<file path="src/rtl/aud_recorder.sv">
// aud_recorder: I2S ADC capture path.
// Deserialises codec ADCDAT (MSB first, one BCLK after the LRCK edge) into DATA_W-bit words.
// Each completed word produces a one-cycle write strobe with its address and data for the
// SRAM controller. The block is started, paused and stopped by the top-level FSM.
//
// Build option: define AUD_REC_STEREO_EN to also capture the right channel. Words are then
// interleaved L,R at consecutive addresses, and a recording always begins on a left word.
// Without the macro only the left channel is captured.
//
// Ports:
//   i_bclk     codec bit clock; all logic runs on its rising edge
//   i_rst_n    asynchronous active-low reset
//   i_lrc      codec ADCLRCK (0 = left channel)
//   i_adcdat   codec serial ADC data
//   i_start    level: start from idle, or resume from pause
//   i_pause    level: pause at the next word boundary
//   i_stop     level: abort and return to idle
//   o_address  address of the word on o_data
//   o_data     captured word
//   o_valid    one-cycle write strobe
//   o_full     memory full; sticky until the next start from idle
//   o_rec_len  words written since the last start from idle
module aud_recorder #(
  parameter int unsigned       DATA_W   = 16,
  parameter int unsigned       ADDR_W   = 20,
  parameter logic [ADDR_W-1:0] MAX_ADDR = {ADDR_W{1'b1}}
) (
  input  logic              i_bclk,
  input  logic              i_rst_n,
  input  logic              i_lrc,
  input  logic              i_adcdat,
  input  logic              i_start,
  input  logic              i_pause,
  input  logic              i_stop,
  output logic [ADDR_W-1:0] o_address,
  output logic [DATA_W-1:0] o_data,
  output logic              o_valid,
  output logic              o_full,
  output logic [ADDR_W:0]   o_rec_len
);

  localparam int unsigned     CntW    = $clog2(DATA_W);
  localparam logic [CntW-1:0] LastBit = CntW'(DATA_W - 1);

  typedef enum logic [2:0] {StIdle, StWait, StCapture, StSave, StPause} state_e;

  state_e              state_q, state_d;
  logic                lrc_q;
  logic [CntW-1:0]     bit_cnt_q, bit_cnt_d;
  logic [DATA_W-1:0]   shift_q, shift_d;
  logic [ADDR_W-1:0]   wr_addr_q, wr_addr_d;
  logic [ADDR_W-1:0]   addr_q, addr_d;
  logic [DATA_W-1:0]   data_q, data_d;
  logic                valid_q, valid_d;
  logic                full_q, full_d;
  logic [ADDR_W:0]     rec_len_q, rec_len_d;
  logic                pause_req_q, pause_req_d;

  logic fall, rise, start_edge;

  assign fall = lrc_q & ~i_lrc;
  assign rise = ~lrc_q & i_lrc;

`ifdef AUD_REC_STEREO_EN
  logic ch_q, ch_d;                  // channel of the word being captured, 1 = right
  logic want_right_q, want_right_d;  // next word to capture is the right channel
  assign start_edge = want_right_q ? rise : fall;
`else
  assign start_edge = fall;
`endif

  always_comb begin
    state_d     = state_q;
    bit_cnt_d   = bit_cnt_q;
    shift_d     = shift_q;
    wr_addr_d   = wr_addr_q;
    addr_d      = addr_q;
    data_d      = data_q;
    valid_d     = 1'b0;
    full_d      = full_q;
    rec_len_d   = rec_len_q;
    pause_req_d = pause_req_q;
`ifdef AUD_REC_STEREO_EN
    ch_d         = ch_q;
    want_right_d = want_right_q;
`endif

    unique case (state_q)
      StIdle: begin
        if (i_start && !i_stop) begin
          state_d   = StWait;
          wr_addr_d = '0;
          rec_len_d = '0;
          full_d    = 1'b0;
`ifdef AUD_REC_STEREO_EN
          want_right_d = 1'b0;
`endif
        end
      end

      StWait: begin
        if (i_stop) begin
          state_d = StIdle;
        end else if (i_pause) begin
          state_d = StPause;
        end else if (start_edge) begin
          // The edge that detects LRCK does not sample: I2S puts the MSB one BCLK later.
          state_d     = StCapture;
          bit_cnt_d   = '0;
          pause_req_d = 1'b0;
`ifdef AUD_REC_STEREO_EN
          ch_d = want_right_q;
`endif
        end
      end

      StCapture: begin
        if (i_stop) begin
          state_d = StIdle;
        end else if ((fall || rise) && (bit_cnt_q != LastBit)) begin
          // Short slot: drop the partial word and resynchronise.
          state_d = StWait;
        end else begin
          shift_d   = {shift_q[DATA_W-2:0], i_adcdat};
          bit_cnt_d = bit_cnt_q + 1'b1;
          // Remember a pause request so it takes effect after this word is written.
          if (i_pause) pause_req_d = 1'b1;
          if (bit_cnt_q == LastBit) state_d = StSave;
        end
      end

      StSave: begin
        if (i_stop) begin
          state_d = StIdle;
        end else begin
          valid_d   = 1'b1;
          data_d    = shift_q;
          addr_d    = wr_addr_q;
          rec_len_d = rec_len_q + 1'b1;
`ifdef AUD_REC_STEREO_EN
          want_right_d = ~ch_q;
`endif
          if (wr_addr_q == MAX_ADDR) begin
            full_d  = 1'b1;
            state_d = StIdle;
          end else begin
            wr_addr_d = wr_addr_q + 1'b1;
            state_d   = (i_pause || pause_req_q) ? StPause : StWait;
          end
        end
      end

      StPause: begin
        if (i_stop) begin
          state_d = StIdle;
        end else if (i_start && !i_pause) begin
          state_d = StWait;
`ifdef AUD_REC_STEREO_EN
          want_right_d = 1'b0;  // resume on a left word
`endif
        end
      end

      default: state_d = StIdle;
    endcase
  end

  always_ff @(posedge i_bclk or negedge i_rst_n) begin
    if (!i_rst_n) begin
      state_q     <= StIdle;
      lrc_q       <= 1'b0;
      bit_cnt_q   <= '0;
      shift_q     <= '0;
      wr_addr_q   <= '0;
      addr_q      <= '0;
      data_q      <= '0;
      valid_q     <= 1'b0;
      full_q      <= 1'b0;
      rec_len_q   <= '0;
      pause_req_q <= 1'b0;
`ifdef AUD_REC_STEREO_EN
      ch_q         <= 1'b0;
      want_right_q <= 1'b0;
`endif
    end else begin
      state_q     <= state_d;
      lrc_q       <= i_lrc;
      bit_cnt_q   <= bit_cnt_d;
      shift_q     <= shift_d;
      wr_addr_q   <= wr_addr_d;
      addr_q      <= addr_d;
      data_q      <= data_d;
      valid_q     <= valid_d;
      full_q      <= full_d;
      rec_len_q   <= rec_len_d;
      pause_req_q <= pause_req_d;
`ifdef AUD_REC_STEREO_EN
      ch_q         <= ch_d;
      want_right_q <= want_right_d;
`endif
    end
  end

  assign o_address = addr_q;
  assign o_data    = data_q;
  assign o_valid   = valid_q;
  assign o_full    = full_q;
  assign o_rec_len = rec_len_q;

endmodule

</file>
<file path="config.mk">
export PLATFORM = sky130hd
export DESIGN_NAME = aud_recorder
export DESIGN_NICKNAME = d
export VERILOG_FILES = /design/src/rtl/aud_recorder.sv
export SDC_FILE = /design/constraint.sdc
export NUM_CORES = 1
export LEC_CHECK = 0
export ABC_AREA = 1
export CAP_MARGIN = 20
export CORE_UTILIZATION = 30
export CTS_CLUSTER_SIZE = 40
export DETAILED_ROUTE_END_ITERATION = 6
export PLACE_DENSITY = 0.47
export SETUP_SLACK_MARGIN = 0.5
export SYNTH_ARGS = -nofsm -noshare
export SYNTH_HDL_FRONTEND = slang
export SYNTH_SLANG_ARGS = --single-unit
</file>
<file path="constraint.sdc">
create_clock -name i_bclk -period 1.9 [get_ports i_bclk]
set_input_delay 0.285 -clock i_bclk [delete_from_list [all_inputs] [get_ports i_bclk]]
set_output_delay 0.285 -clock i_bclk [all_outputs]
set_load 0.05 [all_outputs]
</file>
==> qor.yml, run 1 <==
ioPinCount: 66
grt_pass1_wl_mm: 23.2
gp_congestion: 0.828
cts_tree: "yes"
arrival_ps: 1850
cts_sinks: 104
p_total_w: 0.00950
finalHoldViolations: 0
fin_worst_skew_ps: 7.63
die_x_um: 133
post-place-ws_ps: 36.7
postPlaceCellArea_um2: 6250
cts_made_buffers: 9
crit_fanout: 7
diodes: 0
core_um2: 16600
dr.pass1.iters: 5
synth-xor-area-share_pct: 1.71
status: "finished, final reports clean"
synth_largest_area_cell: "dfrtp_1"
num_rows: 47
drt_iter0_markers: 233
syn_area_um2: 5130
setup.worst_path.class: "reg -> reg"
clkSlewWorstSetupHoldPaths_ps: 70
startpoint: "state_q[1]"
yosysSeqAreaShare_pct: 50.8
r2r_end: "o_rec_len[0]"
multi_input_area_um2: 2620
synth_edf_count: 0
drive_gt1_share_pct: 33.4
start_kind: "flip-flop"
slew_headroom_pct: 70.7
clk_path_buf_depth: 2
synth_top_area_share_pct: 50.8
synthMuxAreaShare_pct: 0.195
required_ps: 2140
clkLatencyLatePin_ps: 360
max_freq_mhz: 623
wirelength_mm: 14.3
place_hpwl_mm: 8.85
final_net_count: 788
rr_worst_depth: 9
syn-mean-instance-area_um2: 7.86
final_common_cell: "nand2_1"
synth_nets: 663
rr_startpoint: "state_q[1]"
synth_compound_area_share_pct: 9.76
fp.dieArea_um2: 17600
yosys.area_share.simple_pct: 29.1
rsz0062_at_grt: "yes"
synth-adder-area-share_pct: 0.976
drv_cap: 0
root_buffer: "clkbuf_16"
netlist_instances: 652
ys_warn_count: 0
via_count: 4677
antenna_found_initial: 0
design_area_um2: 7270
fin_util_pct: 43.7
grt_max_degree: 43
cpPeakStageDelay_ps: 440
ant_nets: 0
holdCritPathClass: "in -> async"
synth_seq_cells: 104
synth_top_family_by_area: "simple AND/OR/NAND/NOR gates"
start_util_pct: 30.8
ir_worst_vdd_mv: 0.743
end_kind: "flip-flop"
final_cell_mix: "nand2_1, dfrtp_1, inv_1, nor2_1, buf_4"
fin_crit_sh_pct: 84.4
drc: 0
fin_ws_ps: 296
fin_tns_setup_ps: 0
slowest_stage: "dfrtp_1"
path_common_cell: "inv_2"
regArea_um2: 2630
r2r_slack_ps: 300
setup_violations: 0
synth_ff_type: "dfrtp_1"
period_needed_ps: 1600
final-max-slew-violation-count: 0
via_per_inst: 4.67
synth.distinct_cells: 33
power_density_nw_per_um2: 1310
overflow: 0
worst_slew_pin_slew_ps: 436
async_flop_share_pct: 100
gr-usage-all-layers_pct: 16.5
cp_cell_sequence: "inv_2 -> nand3_2 -> nand2_4 -> inv_2 -> nor2_4 -> buf_12 -> buf_8 -> buf_4 -> a21oi_1"
endpoint: "o_rec_len[0]"
io_buffers: 65
wire_per_inst_um: 14.3
area_delta_synth_final_pct: 41.9
leakage_nw: 3.29
synthTopCellsByArea: "dfrtp_1, nand2_1, o21ai_0, nor2_1, inv_1"
htree_levels: 3
grt_pass1_vias: 4556
nFillCells: 1659
chipHeight_um: 133
-- where the power goes --
group | internal (W) | total (W) | switching, W
combinational | 0.00165 | 0.00467 | 0.00302
sequential | 0.00260 | 0.00285 | 0.000251
clock | 0.00108 | 0.00198 | 0.000905
-- synthesized netlist by cell type (all sizes together) (2+ instances only) --
| cell type | number |
|---|---|
| a21oi | 10 |
| buf | 13 |
| clkbuf | 7 |
| dfrtp | 104 |
| ha | 4 |
| inv | 68 |
| nand2 | 211 |
| nand3 | 41 |
| nand4 | 18 |
| nor2 | 70 |
| nor3 | 8 |
| o21ai | 81 |
| o31ai | 2 |
| xor2 | 10 |
-- per-stage QoR --
step,hold slack [ps],cells
4_1_cts,395,989
3_5_place_dp,244,940
2_1_floorplan,-10.6,652
6_report,390,1002
3_3_place_gp,246,940
5_1_grt,405,1002
-- repair_timing --
| item | in CTS | in global routing |
|---|---|---|
| gates cloned | 5 | 6 |
| hold endpoints to repair | 25 | 0 |
| setup endpoints to repair | 151 | 93 |
| pin swaps | 15 | 21 |
| gates resized for setup | 265 | 104 |
| hold buffers | 1 | 0 |
| buffers inserted | 27 | 7 |
-- routing by layer --
layer | GRT usage, % | up-vias | wire (um)
met3 | 2.68 | 14 | 452
met5 | 0 | - | 0
met4 | 6.45 | 0 | 205
met2 | 26.2 | 83 | 6680
li1 | - | 2356 | -
met1 | 22.6 | 2224 | 6960
-- kinds of logic after synthesis --
group,count (synthesis)
AND/OR/NAND/NOR,349
flip-flops,104
multiplexers,1
XOR/XNOR,10
AO/OA/AOI/OAI,96
adder cells (fa/ha/maj),4
buffers and inverters,88
-- final cells by class --
class | count | area share (%)
Multi-Input combinational cell | 465 | 36.0
Clock buffer | 10 | 3.29
Tap cell | 220 | 3.78
Clock inverter | 6 | 1.05
Sequential cell | 104 | 36.1
Timing Repair Buffer | 129 | 15.9
Inverter | 68 | 3.89
-- worst max-delay path: cells and delay by family, from the launching register on --
| family | cells | cell delay, ps |
|---|---|---|
| AOI/OAI and AO/OA | 1 | 50 |
| buffers and inverters | 5 | 570 |
| DFF | 1 | 440 |
| and+or+nand+nor | 3 | 430 |
-- worst min path at each step --
| stage | from | to | slack (ps) | cells after the start |
|---|---|---|---|---|
| 2_1_floorplan | i_rst_n | bit_cnt_q[0] | -10 | 0 |
| 3_3_place_gp | i_rst_n | o_data[8] | 250 | 1 |
| 3_5_place_dp | i_rst_n | o_data[8] | 240 | 1 |
| 4_1_cts | i_rst_n | o_data[8] | 400 | 2 |
| 5_1_grt | i_lrc | lrc_q | 410 | 1 |
| 6_report | i_rst_n | o_data[8] | 390 | 2 |
-- registers in the layout (all words and copies together) (netlist names) --
name / flops
wr_addr_q: 20
o_rec_len: 21
bit_cnt_q: 4
shift_q: 16
o_address: 20
o_full: 1
o_data: 16
state_q: 3
o_valid: 1
pause_req_q: 1
lrc_q: 1
No activity file was read; power rests on OpenSTA's default activity.
==> run 2, diff against run 1 <==
- clock period: 1.9 -> 1.48 ns (I/O delays scaled with it)
==> run 2 against run 1 <==
  * Core utilization up 9.6 points
  * The flow now finishes with violations (negative hold slack, negative setup slack)
  * Combinational power increased by 66%
  * Via count up 8.7%
  * Highest routed layer unchanged
  * Total power rose by 48%
  * Sequential share of layout area shrank 6.5 points
  * Cell area up 22%
  * Maximum frequency increased by 3.4%
  * Count of clock-buffer cells in the layout increased by 4
  * Largest cell class is now multi-input combinational cells
  * Clock power up 21%
  * Critical path depth is 1 higher
  * Die area did not move
==> qor.yml, run 2 (synthesis gave the netlist of run 1 again) <==
clk_path_buf_depth: 2
required_ps: 1730
ant_nets: 0
final_net_count: 883
overflow: 0
dr.pass1.iters: 7
r2r_end: "o_address[1]"
place_hpwl_mm: 10.3
die_x_um: 133
start_kind: "flip-flop"
power_frac_comb_pct: 55.4
power.switching_w: 0.00575
clkLatencyLatePin_ps: 360
cts_sinks: 104
fp.dieArea_um2: 17600
cp.depth: 10
via_per_inst: 4.64
slowest_stage: "dfrtp_1"
final-max-slew-violation-count: 0
leakage_nw: 3.90
via_count: 5085
post-place-ws_ps: -316
drc: 0
io_buffers: 65
cts_made_buffers: 9
start_util_pct: 30.8
fin_util_pct: 53.3
worst_slew_pin_slew_ps: 475
fin_crit_sh_pct: 105
drt_iter0_markers: 298
ir_worst_vdd_mv: 0.839
path_common_cell: "buf_6"
clkPwrFrac_pct: 17.1
clkSlewWorstSetupHoldPaths_ps: 70
grt_max_degree: 31
rsz0062_at_grt: "yes"
intPower_w: 0.00829
power_density_nw_per_um2: 1580
wire_per_inst_um: 14.0
drive_gt1_share_pct: 45.3
setup.worst_path.class: "reg -> reg"
grt_pass1_vias: 4990
cpPeakStageDelay_ps: 390
status: "complete, but fails checks"
violations: "negative hold slack, negative setup slack"
fin_ws_ps: -70.6
cp_cell_sequence: "inv_2 -> nand3_4 -> buf_6 -> buf_6 -> nor2_8 -> inv_8 -> buf_12 -> buf_16 -> nand2_2 -> nand2_1"
r2r_slack_ps: -70
wirelength_mm: 15.4
nFillCells: 1516
core_um2: 16600
finalHoldViolations: 26
setup_violations: 70
num_rows: 47
cts_tree: "yes"
htree_levels: 3
diodes: 0
rr_startpoint: "state_q[2]"
gp_congestion: 0.865
final_common_cell: "nand2_1"
slew_headroom_pct: 68.3
final_cell_mix: "nand2_1, buf_4, dfrtp_1, o21ai_1"
period_needed_ps: 1550
grt_pass1_wl_mm: 25.1
chipHeight_um: 133
holdCritPathClass: "in -> async"
pwr-share-seq_pct: 27.6
crit_fanout: 6
end_kind: "flip-flop"
antenna_found_initial: 0
area_delta_synth_final_pct: 72.9
path_buf_inv: 6
whs_ps: -184
gr-usage-all-layers_pct: 17.9
fin_worst_skew_ps: 12.8
ioPinCount: 66
switching_share_pct: 40.9
root_buffer: "clkbuf_16"
drv_cap: 0
rr_worst_depth: 10
arrival_ps: 1800
largest_reg_flops: 21
max_freq_mhz: 645
crit_family: "buffers and inverters"
[run 2: power by group through the flow]
stage / combinational, W / sequential, W / clock [W]
2_1_floorplan: 0.00204 / 0.00496 / 0
3_3_place_gp: 0.00543 / 0.00388 / 0
3_5_place_dp: 0.00549 / 0.00389 / 0
4_1_cts: 0.00704 / 0.00390 / 0.00245
5_1_grt: 0.00820 / 0.00391 / 0.00258
6_report: 0.00777 / 0.00387 / 0.00240
[run 2: cell type report]
class | count | area, um^2 | share of cell area (%)
Tap cell | 220 | 275 | 3.11
Inverter | 68 | 283 | 3.19
Multi-Input combinational cell | 465 | 2710 | 30.5
Timing Repair Buffer | 224 | 2670 | 30.2
Clock buffer | 14 | 284 | 3.20
Clock inverter | 2 | 12.5 | 0.141
Sequential cell | 104 | 2630 | 29.7
[run 2: per-stage QoR]
step	hold slack, ps	area, um^2	total power, W	std cells	TNS, ps
after CTS	-171	8460	0.0134	1069	-1450
after detailed placement	211	7340	0.00938	1010	-13580
final	-184	8860	0.0140	1097	-1660
after floorplan	-73.6	5340	0.00700	652	-345
after global routing	-159	8860	0.0147	1097	-8860
after global placement	209	7340	0.00931	1010	-11820
[run 2: what timing repair did]
item                                    CTS  global route
setup buffers                            36            27
cloned                                    7             1
hold endpoints to repair                 26            26
resized for setup                       110            53
pin swaps                                22            11
endpoints found under the setup margin  162           162
[run 2: worst max-delay path by stage]
stage | from | end | slack (ps)
final | state_q[2] | o_address[1] | -70
after global routing | state_q[2] | state_q[2] | -160
after CTS | state_q[0] | o_rec_len[8] | -60
after detailed placement | i_lrc | pause_req_q | -320
after global placement | i_lrc | pause_req_q | -280
after floorplan | o_rec_len[0] | o_rec_len[12] | -80
[run 2: worst register-to-register path, delay by kind of cell, from the launching register on]
kind,cells,cell delay [ps]
and+or+nand+nor,4,340
DFF,1,390
buffers and inverters,6,720
[run 2: metal layers]
layer | global-route usage, % | share of wire [%]
met5 | 0 | 0
met4 | 4.98 | 1.1
met3 | 4.25 | 4.0
met2 | 28.6 | 48
met1 | 24.2 | 47
==> run 3, diff against run 2 <==
- CORE_UTILIZATION: 30 -> 45
- CTS_CLUSTER_DIAMETER: not set -> 40
- PLACE_DENSITY: 0.47 -> 0.65
==> run 3 against run 2 <==
  * The flow finishes with violations (negative setup slack)
  * Cell area up 5.3%
  * Hold slack better by 480 ps
  * Sequential power up 1%
  * Global-route usage up 8.7 points
  * Die area down 33%
  * Count of clock-buffer cells in the layout down 5
  * Critical path type unchanged
==> qor.yml, run 3 (synthesis gave the netlist of run 1 again) <==
status: "complete, but fails checks"
violations: "negative setup slack"
clkLatencyLatePin_ps: 360
htree_levels: 3
cts_tree: "yes"
gr-usage-all-layers_pct: 26.7
antenna_found_initial: 0
grt_pass1_wl_mm: 24.3
grt_pass1_vias: 5116
final_cell_count_no_fill: 1033
clk_path_buf_depth: 2
rsz0062_at_grt: "yes"
cpPeakStageDelay_ps: 440
required_ps: 1690
largest_reg_flops: 21
area_delta_synth_final_pct: 82.1
whs_ps: 300
clkSlewWorstSetupHoldPaths_ps: 80
setup_violations: 98
num_rows: 38
finalHoldViolations: 0
path_buf_inv: 2
wirelength_mm: 20.0
period_needed_ps: 1840
worst_slew_pin_slew_ps: 412
wire_per_inst_um: 19.3
gp_congestion: 0.817
die_x_um: 109
slowest_stage: "dfrtp_1"
max_freq_mhz: 542
final-max-slew-violation-count: 0
final_cell_mix: "buf_4, nand2_1, dfrtp_1, nand2_2, inv_1"
power_density_nw_per_um2: 1610
diodes: 0
fin_worst_skew_ps: 11.5
overflow: 0
fin_crit_sh_pct: 125
drive_gt1_share_pct: 52.5
cp_cell_sequence: "ha_4 -> inv_4 -> nor2_4 -> nand2_4 -> nor2_4 -> nand3_4 -> buf_12 -> nand2_8 -> nand2_1 -> o21ai_1"
drt_iter0_markers: 431
final_common_cell: "buf_4"
crit_family: "simple AND/OR/NAND/NOR gates"
chipHeight_um: 109
via_count: 5899
via_per_inst: 5.71
grt_max_degree: 37
cts_made_buffers: 9
end_kind: "flip-flop"
path_common_cell: "nor2_4"
fin_tns_setup_ps: -11970
crit_fanout: 8
setup.worst_path.class: "reg -> reg"
fin_ws_ps: -364
dr.pass1.iters: 5
fp.dieArea_um2: 11800
dp_cells: 927
holdCritPathClass: "in -> async"
arrival_ps: 2060
cts_sinks: 104
drc: 0
ioPinCount: 66
ant_nets: 0
start_kind: "flip-flop"
fin_util_pct: 85.0
root_buffer: "clkbuf_16"
core_um2: 11000
final_net_count: 900
place_hpwl_mm: 9.68
start_util_pct: 46.7
slew_headroom_pct: 72.4
post-place-ws_ps: -352
drv_cap: 0
leakage_nw: 4.19
ir_worst_vdd_mv: 1.33
io_buffers: 65
## run 3: power breakdown
| group | switching [W] | internal, W |
|---|---|---|
| combinational | 0.00475 | 0.00385 |
| clock | 0.00118 | 0.00133 |
| sequential | 0.000559 | 0.00335 |
## run 3: layout make-up
type / count / area [um^2]
inverter: 68 / 290
clock inverter: 6 / 73.8
timing repair inverter: 2 / 27.5
multi-input combinational: 465 / 3020
tap: 140 / 175
timing repair buffer: 239 / 2890
fill: 530 / 1650
clock buffer: 9 / 225
sequential: 104 / 2640
## run 3: routing by layer
layer	GRT usage (%)	wire length, um	up-vias
li1	-	-	2580
met1	33.5	7460	2870
met2	45.7	10200	353
met3	4.72	1390	96
met4	10.1	920	0
met5	0	0	-
## run 3: repair_timing
action | CTS | global route
setup endpoints to repair | 162 | 188
hold endpoints to repair | 23 | 0
hold buffers | 1 | 0
gates resized for setup | 119 | 151
pin swaps | 30 | 26
buffers inserted | 36 | 35
gates cloned | 7 | 12
## run 3: final timing paths
path                                   start       endpoint  depth (start not counted)  slack, ps
worst min-delay path                 i_rst_n     shift_q[9]                          2        300
worst max register to register  wr_addr_q[1]   wr_addr_q[1]                         10       -360
min in group i_bclk                    i_lrc          lrc_q                          1        340
worst max-delay path            wr_addr_q[1]   wr_addr_q[1]                         10       -360
max in group asynchronous            i_rst_n  wr_addr_q[19]                          3        680
worst min register to register   shift_q[13]    shift_q[13]                          2        510
## run 3: metrics by stage
step                      power [W]  instance area [um^2]
after floorplan             0.00700                  5340
after detailed placement    0.00914                  7130
after CTS                    0.0132                  8260
final                        0.0150                  9340
after global placement      0.00902                  7130
after global routing         0.0155                  9340
